File: config.mk
export PLATFORM = sky130hd
export DESIGN_NAME = phase_pair_gen_flat
export DESIGN_NICKNAME = d
export VERILOG_FILES = /design/src/rtl/phase_pair_pkg.sv /design/src/rtl/phase_pair_gen_if.sv /design/src/rtl/phase_pair_gen_half_period_ctr.sv /design/src/rtl/phase_pair_gen.sv /design/src/flat_wrapper.sv
export SDC_FILE = /design/constraint.sdc
export NUM_CORES = 1
export LEC_CHECK = 0
export BUFFER_PORTS_ARGS = -buffer_cell sky130_fd_sc_hd__buf_2
export CAP_MARGIN = 25
export CORE_UTILIZATION = 30
export CTS_CLUSTER_SIZE = 30
export DETAILED_ROUTE_END_ITERATION = 8
export PLACE_DENSITY = 0.53
export SLEW_MARGIN = 10
export SYNTH_ARGS = -nofsm -noshare
export SYNTH_HDL_FRONTEND = slang
export SYNTH_SLANG_ARGS = --single-unit
File: constraint.sdc
create_clock -name clk0 -period 3 [get_ports clk0]
set_input_delay 0.15 -clock clk0 [delete_from_list [all_inputs] [get_ports clk0]]
set_output_delay 0.15 -clock clk0 [all_outputs]
set_load 0.02 [all_outputs]
File: src/rtl/phase_pair_pkg.sv
// Shared types for the two-phase strobe generator: phase relationship and FSM states.
package phase_pair_pkg;

  localparam int DIV_W_DEF = 8;

  typedef enum logic [1:0] {
    MODE_SAME = 2'b00,
    MODE_ANTI = 2'b01,
    MODE_QUAD = 2'b10,
    MODE_RSVD = 2'b11
  } mode_e;

  typedef enum logic [1:0] {
    S_IDLE = 2'b00,
    S_RUN  = 2'b01,
    S_STOP = 2'b10
  } state_e;

endpackage

File: src/rtl/phase_pair_gen_if.sv
// Control request and phase-pair outputs of the strobe generator.
interface phase_pair_gen_if #(
  parameter int DIV_W = 8
);
  logic             en;
  logic [DIV_W-1:0] div;
  logic [1:0]       mode;
  logic             clk_1;
  logic             clk_2;
  logic             rise_1;
  logic             rise_2;
  logic             fell_2;
  logic             busy;

  modport master (
    output en, div, mode,
    input  clk_1, clk_2, rise_1, rise_2, fell_2, busy
  );

  modport slave (
    input  en, div, mode,
    output clk_1, clk_2, rise_1, rise_2, fell_2, busy
  );
endinterface

File: src/rtl/phase_pair_gen_half_period_ctr.sv
// Half-period counter: counts 0..div_s-1 while running, strobes wrap at the end
// and mid at floor(div_s/2). div_s is expected to be at least 1.
module half_period_ctr #(
  parameter int DIV_W = 8
) (
  input  logic             clk0,
  input  logic             rst_n,
  input  logic             clr,
  input  logic             run,
  input  logic [DIV_W-1:0] div_s,
  output logic             wrap,
  output logic             mid
);
  localparam logic [DIV_W-1:0] DIV_ONE = {{(DIV_W-1){1'b0}}, 1'b1};

  logic [DIV_W-1:0] cnt_r;

  assign wrap = (cnt_r == (div_s - DIV_ONE));
  assign mid  = (cnt_r == (div_s >> 1));

  // Counter: clear has priority, wraps to zero at the end of a half period
  always_ff @(posedge clk0 or negedge rst_n) begin
    if (!rst_n) begin
      cnt_r <= '0;
    end else if (clr) begin
      cnt_r <= '0;
    end else if (run) begin
      cnt_r <= wrap ? '0 : (cnt_r + DIV_ONE);
    end else begin
      cnt_r <= cnt_r;
    end
  end
endmodule

File: src/rtl/phase_pair_gen.sv
// Two-phase strobe generator: clk_1/clk_2 pair with same/anti/quad relationship,
// clean drain to idle on a clk_1 fall, and registered edge-event pulses.
module phase_pair_gen
  import phase_pair_pkg::*;
#(
  parameter int DIV_W = DIV_W_DEF
) (
  input logic             clk0,
  input logic             rst_n,
  phase_pair_gen_if.slave bus
);
  localparam logic [DIV_W-1:0] DIV_ONE = {{(DIV_W-1){1'b0}}, 1'b1};

  state_e           state_r, state_nx_s;
  mode_e            mode_r, mode_nx_s;
  logic [DIV_W-1:0] div_r, div_nx_s;
  logic             clk_1_r, clk_1_nx_s;
  logic             clk_2_r, clk_2_nx_s;
  logic             rise_1_r, rise_2_r, fell_2_r, busy_r;
  logic             clr_s, wrap_s, mid_s;

  assign clr_s = (state_r == S_IDLE);

  half_period_ctr #(.DIV_W(DIV_W)) u_ctr (
    .clk0  (clk0),
    .rst_n (rst_n),
    .clr   (clr_s),
    .run   (~clr_s),
    .div_s (div_r),
    .wrap  (wrap_s),
    .mid   (mid_s)
  );

  // Next state, shadow capture and phase outputs
  always_comb begin
    state_nx_s = state_r;
    mode_nx_s  = mode_r;
    div_nx_s   = div_r;
    clk_1_nx_s = clk_1_r;
    clk_2_nx_s = clk_2_r;
    case (state_r)
      S_IDLE: begin
        if (bus.en) begin
          state_nx_s = S_RUN;
          div_nx_s   = (bus.div == '0) ? DIV_ONE : bus.div;
          mode_nx_s  = mode_e'(bus.mode);
          clk_1_nx_s = 1'b0;
          clk_2_nx_s = (mode_e'(bus.mode) == MODE_ANTI);
        end else begin
          clk_1_nx_s = 1'b0;
          clk_2_nx_s = 1'b0;
        end
      end
      S_RUN, S_STOP: begin
        clk_1_nx_s = wrap_s ? ~clk_1_r : clk_1_r;
        case (mode_r)
          MODE_ANTI: clk_2_nx_s = ~clk_1_nx_s;
          MODE_QUAD: begin
            // Sampling clk_1 at mid gives the steady-state toggle without an early first edge
            if (div_r == DIV_ONE) begin
              clk_2_nx_s = clk_1_nx_s;
            end else if (mid_s) begin
              clk_2_nx_s = clk_1_r;
            end else begin
              clk_2_nx_s = clk_2_r;
            end
          end
          default: clk_2_nx_s = clk_1_nx_s;
        endcase
        if (wrap_s && clk_1_r && ((state_r == S_STOP) || !bus.en)) begin
          state_nx_s = S_IDLE;
          clk_1_nx_s = 1'b0;
          clk_2_nx_s = 1'b0;
        end else if ((state_r == S_RUN) && !bus.en) begin
          state_nx_s = S_STOP;
        end else begin
          state_nx_s = state_r;
        end
      end
      default: begin
        state_nx_s = S_IDLE;
        clk_1_nx_s = 1'b0;
        clk_2_nx_s = 1'b0;
      end
    endcase
  end

  // State, shadow and output registers; pulses compare next against current level
  always_ff @(posedge clk0 or negedge rst_n) begin
    if (!rst_n) begin
      state_r  <= S_IDLE;
      mode_r   <= MODE_SAME;
      div_r    <= DIV_ONE;
      clk_1_r  <= 1'b0;
      clk_2_r  <= 1'b0;
      rise_1_r <= 1'b0;
      rise_2_r <= 1'b0;
      fell_2_r <= 1'b0;
      busy_r   <= 1'b0;
    end else begin
      state_r  <= state_nx_s;
      mode_r   <= mode_nx_s;
      div_r    <= div_nx_s;
      clk_1_r  <= clk_1_nx_s;
      clk_2_r  <= clk_2_nx_s;
      rise_1_r <= clk_1_nx_s & ~clk_1_r;
      rise_2_r <= clk_2_nx_s & ~clk_2_r;
      fell_2_r <= ~clk_2_nx_s & clk_2_r;
      busy_r   <= (state_nx_s != S_IDLE);
    end
  end

  assign bus.clk_1  = clk_1_r;
  assign bus.clk_2  = clk_2_r;
  assign bus.rise_1 = rise_1_r;
  assign bus.rise_2 = rise_2_r;
  assign bus.fell_2 = fell_2_r;
  assign bus.busy   = busy_r;

  a_same_rise: assert property (@(posedge clk0) disable iff (!rst_n)
    (((mode_r == MODE_SAME) || (mode_r == MODE_RSVD)) && rise_1_r) |-> rise_2_r);

  a_anti_rise: assert property (@(posedge clk0) disable iff (!rst_n)
    ((mode_r == MODE_ANTI) && rise_1_r) |-> fell_2_r);

  a_idle_quiet: assert property (@(posedge clk0) disable iff (!rst_n)
    !busy_r |-> (!clk_1_r && !clk_2_r));
endmodule

File: src/flat_wrapper.sv
// flat-port wrapper written by rule: the top's interface ports become plain ports
module phase_pair_gen_flat import phase_pair_pkg::*;
#(
  parameter int DIV_W = DIV_W_DEF
)
  (clk0, rst_n, bus_en, bus_div, bus_mode, bus_clk_1, bus_clk_2, bus_rise_1, bus_rise_2, bus_fell_2, bus_busy);
  phase_pair_gen_if #(.DIV_W(DIV_W)) bus_i ();
  input logic clk0;
  input logic rst_n;
  input wire logic [$bits(bus_i.en)-1:0] bus_en;
  input wire logic [$bits(bus_i.div)-1:0] bus_div;
  input wire logic [$bits(bus_i.mode)-1:0] bus_mode;
  output wire logic [$bits(bus_i.clk_1)-1:0] bus_clk_1;
  output wire logic [$bits(bus_i.clk_2)-1:0] bus_clk_2;
  output wire logic [$bits(bus_i.rise_1)-1:0] bus_rise_1;
  output wire logic [$bits(bus_i.rise_2)-1:0] bus_rise_2;
  output wire logic [$bits(bus_i.fell_2)-1:0] bus_fell_2;
  output wire logic [$bits(bus_i.busy)-1:0] bus_busy;
  assign bus_i.en = bus_en;
  assign bus_i.div = bus_div;
  assign bus_i.mode = bus_mode;
  assign bus_clk_1 = bus_i.clk_1;
  assign bus_clk_2 = bus_i.clk_2;
  assign bus_rise_1 = bus_i.rise_1;
  assign bus_rise_2 = bus_i.rise_2;
  assign bus_fell_2 = bus_i.fell_2;
  assign bus_busy = bus_i.busy;
  phase_pair_gen #(.DIV_W(DIV_W)) u_core (.clk0(clk0), .rst_n(rst_n), .bus(bus_i));
endmodule
**Word-level counts from Yosys, hierarchy flattened**

Cells that the tools add are included.

- Reductions and logical operators: 10
- Multiplexer cells: 16
- Equal/unequal tests: 8
- Bitwise gates (word level): 7
- Add/subtract/negate cells: 2

Operators with widths:

| cell | number |
|---|---|
| 8-bit two-way mux | 3 |
| 8-bit by 1-bit adder with 8-bit output, second input constant | 1 |
| 8-bit by 1-bit equality test with 1-bit output, second input constant | 1 |
| 8-bit by 7-bit equality test with 1-bit output | 1 |
| 8-bit equality test | 1 |
| 8-bit zero test | 1 |
| 8-bit by 1-bit subtractor with 8-bit output, second input constant | 1 |
| 1-bit two-way mux | 7 |
| 2-bit by 1-bit equality test with 1-bit output, second input constant | 3 |
| 2-bit two-way mux | 3 |
| 2-bit equality test, second input constant | 2 |
| 1-bit NOT | 4 |
| 1-bit one-hot mux with 2 select lines | 2 |
| 2-bit one-hot mux with 2 select lines | 1 |
| 1-bit AND | 3 |
| 1-bit logical AND | 3 |
| 2-bit zero test | 1 |
| 2-bit AND reduction | 1 |
| 2-bit nonzero test | 1 |
| 2-bit OR reduction | 1 |
| 1-bit zero test | 1 |
| 1-bit logical OR | 1 |

- Input bits: 13
- Register bits after elaboration: 26

**Longest topological paths before layout**

- Depth after elaboration: 9
- Mapped depth: 13
- Mapped depth without buffers: 13

**By module**

A second synthesis with hierarchy kept.

- Cell total of the unflattened synthesis: 181
- Area, all modules: 1764.2 µm²

By module, submodules not included:

| module | cells each | area an instance (µm²) | instances |
|---|---|---|---|
| phase_pair_gen | 84 | 933.4 | 1 |
| half_period_ctr | 97 | 830.8 | 1 |

**Least setup slack after synthesis**

Ideal clock, no wire load.

- Path kind: register -> register
- Start: register u_core.div_r[0]
- End: register u_core.fell_2_r (netlist: u_core.bus.fell_2)
- Required time: 2875 ps
- Cell stages (with the launch flop): 13
- Path slack: -126 ps
- Setup time: 125 ps
- Data arrival time: 3002 ps
- Path through: dfstp_2 > inv_1 > ha_1 > xor2_1 > nand3_1 > a2111oi_4 > and2_1 > ha_1 > or3b_2 > a221oi_1 > o21ai_0 > nand2_1 > a21oi_1

- Cells in the longest elaborated chain, start to end: 9
- Elaborated cells on any way between the ends: 13

Ends and longest elaborated chain:

| element | RTL line | source |
|---|---|---|
| start, declared | phase_pair_gen.sv:16 | `logic [DIV_W-1:0] div_r, div_nx_s;` |
| start signal, assigned | phase_pair_gen.sv:103 | `div_r <= div_nx_s;` |
| 8-bit by 1-bit subtractor with 8-bit output | phase_pair_gen_half_period_ctr.sv:18 | `assign wrap = (cnt_r == (div_s - DIV_ONE));` |
| 8-bit equality test | phase_pair_gen_half_period_ctr.sv:18 |  |
| 1-bit two-way mux | phase_pair_gen.sv:55 | `clk_1_nx_s = wrap_s ? ~clk_1_r : clk_1_r;` |
| 1-bit two-way mux / 1-bit NOT (equally long branches) | phase_pair_gen.sv:60, phase_pair_gen.sv:57 |  |
| 1-bit one-hot mux with 2 select lines | phase_pair_gen.sv:56 | `case (mode_r)` |
| 1-bit two-way mux (*) | phase_pair_gen.sv:70 | `if (wrap_s && clk_1_r && ((state_r == S_STOP) \|\| !bus.en)) begin` |
| 1-bit one-hot mux with 2 select lines (*) | phase_pair_gen.sv:41 | `case (state_r)` |
| 1-bit NOT (*) | phase_pair_gen.sv:108 | `fell_2_r <= ~clk_2_nx_s & clk_2_r;` |
| 1-bit AND (*) | phase_pair_gen.sv:108 |  |
| end signal, assigned | phase_pair_gen.sv:108 |  |
| end, declared | phase_pair_gen.sv:19 | `logic rise_1_r, rise_2_r, fell_2_r, busy_r;` |

Mark *: on every way between the ends. The rest lies on a longest branch, timed or not.
A chain may end at the register's enable or synchronous reset.

**Worst setup path after layout**

- Start: register u_core.div_r[0]
- End: register u_core.rise_2_r (netlist: u_core.bus.rise_2)

- Cells in the longest elaborated chain, start to end: 8
- Elaborated cells on any way between the ends: 12

Ends and longest elaborated chain:

| element | RTL line | source |
|---|---|---|
| 8-bit by 1-bit subtractor with 8-bit output | phase_pair_gen_half_period_ctr.sv:18 |  |
| 8-bit equality test | phase_pair_gen_half_period_ctr.sv:18 |  |
| 1-bit two-way mux | phase_pair_gen.sv:55 |  |
| 1-bit two-way mux / 1-bit NOT (equally long branches) | phase_pair_gen.sv:60, phase_pair_gen.sv:57 |  |
| 1-bit one-hot mux with 2 select lines | phase_pair_gen.sv:56 |  |
| 1-bit two-way mux (*) | phase_pair_gen.sv:70 |  |
| 1-bit one-hot mux with 2 select lines (*) | phase_pair_gen.sv:41 |  |
| 1-bit AND (*) | phase_pair_gen.sv:107 | `rise_2_r <= clk_2_nx_s & ~clk_2_r;` |
| end signal, assigned | phase_pair_gen.sv:107 |  |
| end, declared | phase_pair_gen.sv:19 |  |

Marks and branches as above.

==> summary.txt <==
Synth
  • Synth Area in Compound Gates: 13.0%
  • Post-synthesis xor/xnor area fraction: 12.6%
  • Syn nets: 184
  • Post-Synth Adder-Cell Area: 7.54%
  • Top_reg_cell synth: dfrtp_1
  • Largest family of logic cells by synthesized area: simple AND/OR/NAND/NOR gates
  • Sequential area share after synthesis: 39.3%
  • Simple-gate share of the synthesized area: 17.4%
  • Synth Instances: 161
  • Synth Cell Area: 0.00166 mm2
  • Avg Cell Area, Syn: 10.3 um2
  • Post-synth EDFFs: 0
  • FF+latch count, synth: 26
  • Ys Warns: 0
  • Synth top area share: 37.7%
  • Synth top area cells: dfrtp_1 38%, ha_1 7.5%, xnor2_1 6.9%
  • Largest area contributor in the netlist: dfrtp_1
  • Post-synth ARST share: 100%
  • Mux cell area share after synthesis: 6.10%
  • Post-synth cell types: 42

Layout
  • Multi-input logic area: 988 um2
  • # fillers: 537
  • Finished Cell Area: 0.00196 mm2
  • Antenna fix cells: 0
  • Register Area: 653 um2
  • Final Non-Filler Cells: 253
  • Most frequent cells in the layout: 24 x dfrtp_1, 18 x buf_2, 13 x xnor2_1, 9 x mux2_2
  • Area grow syn2layout: 18.2%
  • Post-route core utilization: 37.7%
  • Most common library cell in the layout ignoring fill and taps: dfrtp_1
  • Nets: 207
  • Layout cell share with drive strength beyond 1: 28.4%

Setup path
  • Reg2reg setup slack: 0.25 ns
  • Most common cell on crit path: ha_4
  • Crit Reg-Reg Startpoint: u_core.div_r[0]
  • Worst-path fanout max: 4
  • CP startpoint: u_core.div_r[0]
  • RR Endpoint: u_core.bus.rise_2
  • Startpoint Class: flop
  • CP Data Required Time: 3.19 ns
  • CP endpoint kind: flop
  • Worst EP arrival: 2.95 ns
  • WS Path Type: reg -> reg
  • Crit-path slowest cell: dfstp_2
  • Worst r2r path cells: 11
  • Critical path's largest stage delay: 0.55 ns
  • Cell breakdown of the critical path: inv_2, ha_4, xor2_2, nand3_2, a2111oi_4, and2_4, ha_4, or3b_4, a221oi_2, o21ai_1, a31oi_1

Floorplan
  • Initial Util: 31.9%
  • Core box area: 0.00520 mm2
  • Row cnt: 26
  • I/O pins: 19
  • Die Wd: 76.4 um
  • Die height: 76.4 um
  • DIE AREA: 0.00584 mm2

STA
  • Setup TNS: 0 ns
  • Pin slew with the least headroom to its limit: 0.603 ns
  • Setup Skew: 0.00284 ns
  • RSZ-0062 raised after global routing: false
  • Slew margin rel.: 59.8%
  • Final worst-path setup slack: 0.246 ns
  • Period utilization: 91.8%
  • Final Hold Fails: 0
  • Slew Limit Fails: 0
  • Fmax: 363 MHz
  • Final setup viols: 0
  • Post-layout min period: 2.75 ns

Clock network
  • Clk pin slew, worst setup/hold paths: 0.09 ns
  • Clk_lat worst skew: 0.27 ns
  • Clk buf depth: 2
  • Max H-tree Level: 1
  • CTS root buf: clkbuf_8
  • CTS Buf Count: 3
  • Sink Count: 26
  • CTS tree: done

Route
  • Met2 WL: 1640 um
  • Initial DRC count: 53
  • Pre-antenna DRT Iters: 4
  • Uppermost layer routed: met4
  • Via count: 1209
  • Vias per inst: 4.78
  • Routed WL: 3400 um
  • Metal-1 WL: 1620 um
  • Residual DRC count: 0
  • Met3 WL: 123 um
  • DR WL/cell: 13.5 um
  • Number of routed nets with antenna violations: 0

Placement
  • GP Congestion: 0.695
  • Post-Place Worst Slack: 0.0221 ns
  • Post-DP HPWL: 2560 um
  • Port Buf Inserts: 18
  • DP Area: 0.00184 mm2
  • Placed Cells: 247

Status
  • Outcome: finished clean

Global route
  • Pin count of the biggest net entering global routing: 27
  • All-layer global routing usage: 12.8%
  • First-pass GRT wire length: 5890 um
  • Vias in the first global route: 1236
  • Remaining Overflow, GRT: 0
  • Initial antenna violation count: 0

Power
  • VDD IR max: 433 uV
  • Lkg Pwr: 0.827 nW
  • PD cells: 898 mW/mm2

Hold path
  • HP Start: bus_div[1]
  • HP Class: in -> reg
  • Hold Path Sink: u_core.div_r[1]
  • Hold path depth: 2

Run
  • Max cap viols: 0
Yosys cell counts (2+ instances only):
master,number
clkbuf_1,2
nand4_1,2
clkbuf_2,2
xor2_1,9
nand2_1,8
nor3b_1,2
buf_2,2
a31oi_1,2
mux2_2,9
nand3b_1,2
ha_1,10
inv_1,9
nand2b_1,6
dfrtp_1,25
o21ai_0,3
and3_1,2
a211oi_1,8
nor2_1,4
a21oi_1,7
nor3_1,5
xnor2_1,13
and2_1,5
nand3_1,5
power by group:
group	switching, mW	internal (mW)	total (mW)
combinational	0.449	0.432	0.881
sequential	0.175	0.474	0.649
clock	0.116	0.118	0.234
total	0.740	1.02	1.76
logic make-up after synthesis:
| family | count (synthesis) |
|---|---|
| buffers and inverters | 16 |
| XOR/XNOR | 23 |
| multiplexers | 9 |
| flip-flops | 26 |
| adder cells (fa/ha/maj) | 10 |
| AO/OA/AOI/OAI | 29 |
| AND/OR/NAND/NOR | 48 |
metrics by stage:
| stage | power [mW] | hold WS (ns) |
|---|---|---|
| finish | 1.76 | 0.119 |
| CTS | 1.80 | 0.113 |
| global route | 1.92 | 0.102 |
| detailed placement | 1.47 | 0.203 |
| floorplan | 1.24 | -0.146 |
| global placement | 1.48 | 0.202 |
registers in the layout, summed over array words and instances, names as in the netlist:
| register | count |
|---|---|
| u_core.bus.busy | 1 |
| u_core.bus.clk_1 | 1 |
| u_core.bus.clk_2 | 1 |
| u_core.bus.fell_2 | 1 |
| u_core.bus.rise_1 | 1 |
| u_core.bus.rise_2 | 1 |
| u_core.div_r | 8 |
| u_core.mode_r | 2 |
| u_core.state_r | 2 |
| u_core.u_ctr.cnt_r | 8 |
final cells by class:
| cell class | instances | area share [%] |
|---|---|---|
| multi-input combinational | 119 | 50.4 |
| sequential | 26 | 33.3 |
| timing repair buffer | 25 | 7.39 |
| tap | 70 | 4.46 |
| clock buffer | 4 | 2.80 |
| inverter | 9 | 1.72 |
worst max path at each step:
stage                             end  slack [ns]  depth (start not counted)
floorplan           u_core.bus.fell_2       0.005                         12
global placement    u_core.bus.rise_2        0.03                         11
detailed placement  u_core.bus.rise_2        0.02                         11
CTS                 u_core.bus.rise_2        0.08                         11
global route        u_core.bus.rise_2        0.02                         11
finish              u_core.bus.rise_2        0.25                         11
what timing repair did:
| item | CTS | global route |
|---|---|---|
| endpoints found under the hold margin | 25 | 0 |
| endpoints found under the setup margin | 2 | 2 |
| hold buffers | 1 | 0 |
| gates resized for setup | 9 | 0 |
| pin swaps | 7 | 2 |
| setup buffers | 1 | 0 |
layer usage:
layer	up-vias	GRT usage, %
li1	610	-
met1	577	16.8
met2	20	21.1
met3	2	3.47
met4	0	2.12
met5	-	0
critical path: cells and delay by family, from the launching register on:
kind                       cells  cell delay, ns
xor gates and xnor gates       1            0.14
adders and majority gates      2            0.47
buffers and inverters          1            0.05
and+or+nand+nor                3            0.70
AOI/OAI and AO/OA              4            0.78
DFF                            1            0.55
(Power assumes the default switching activity.)
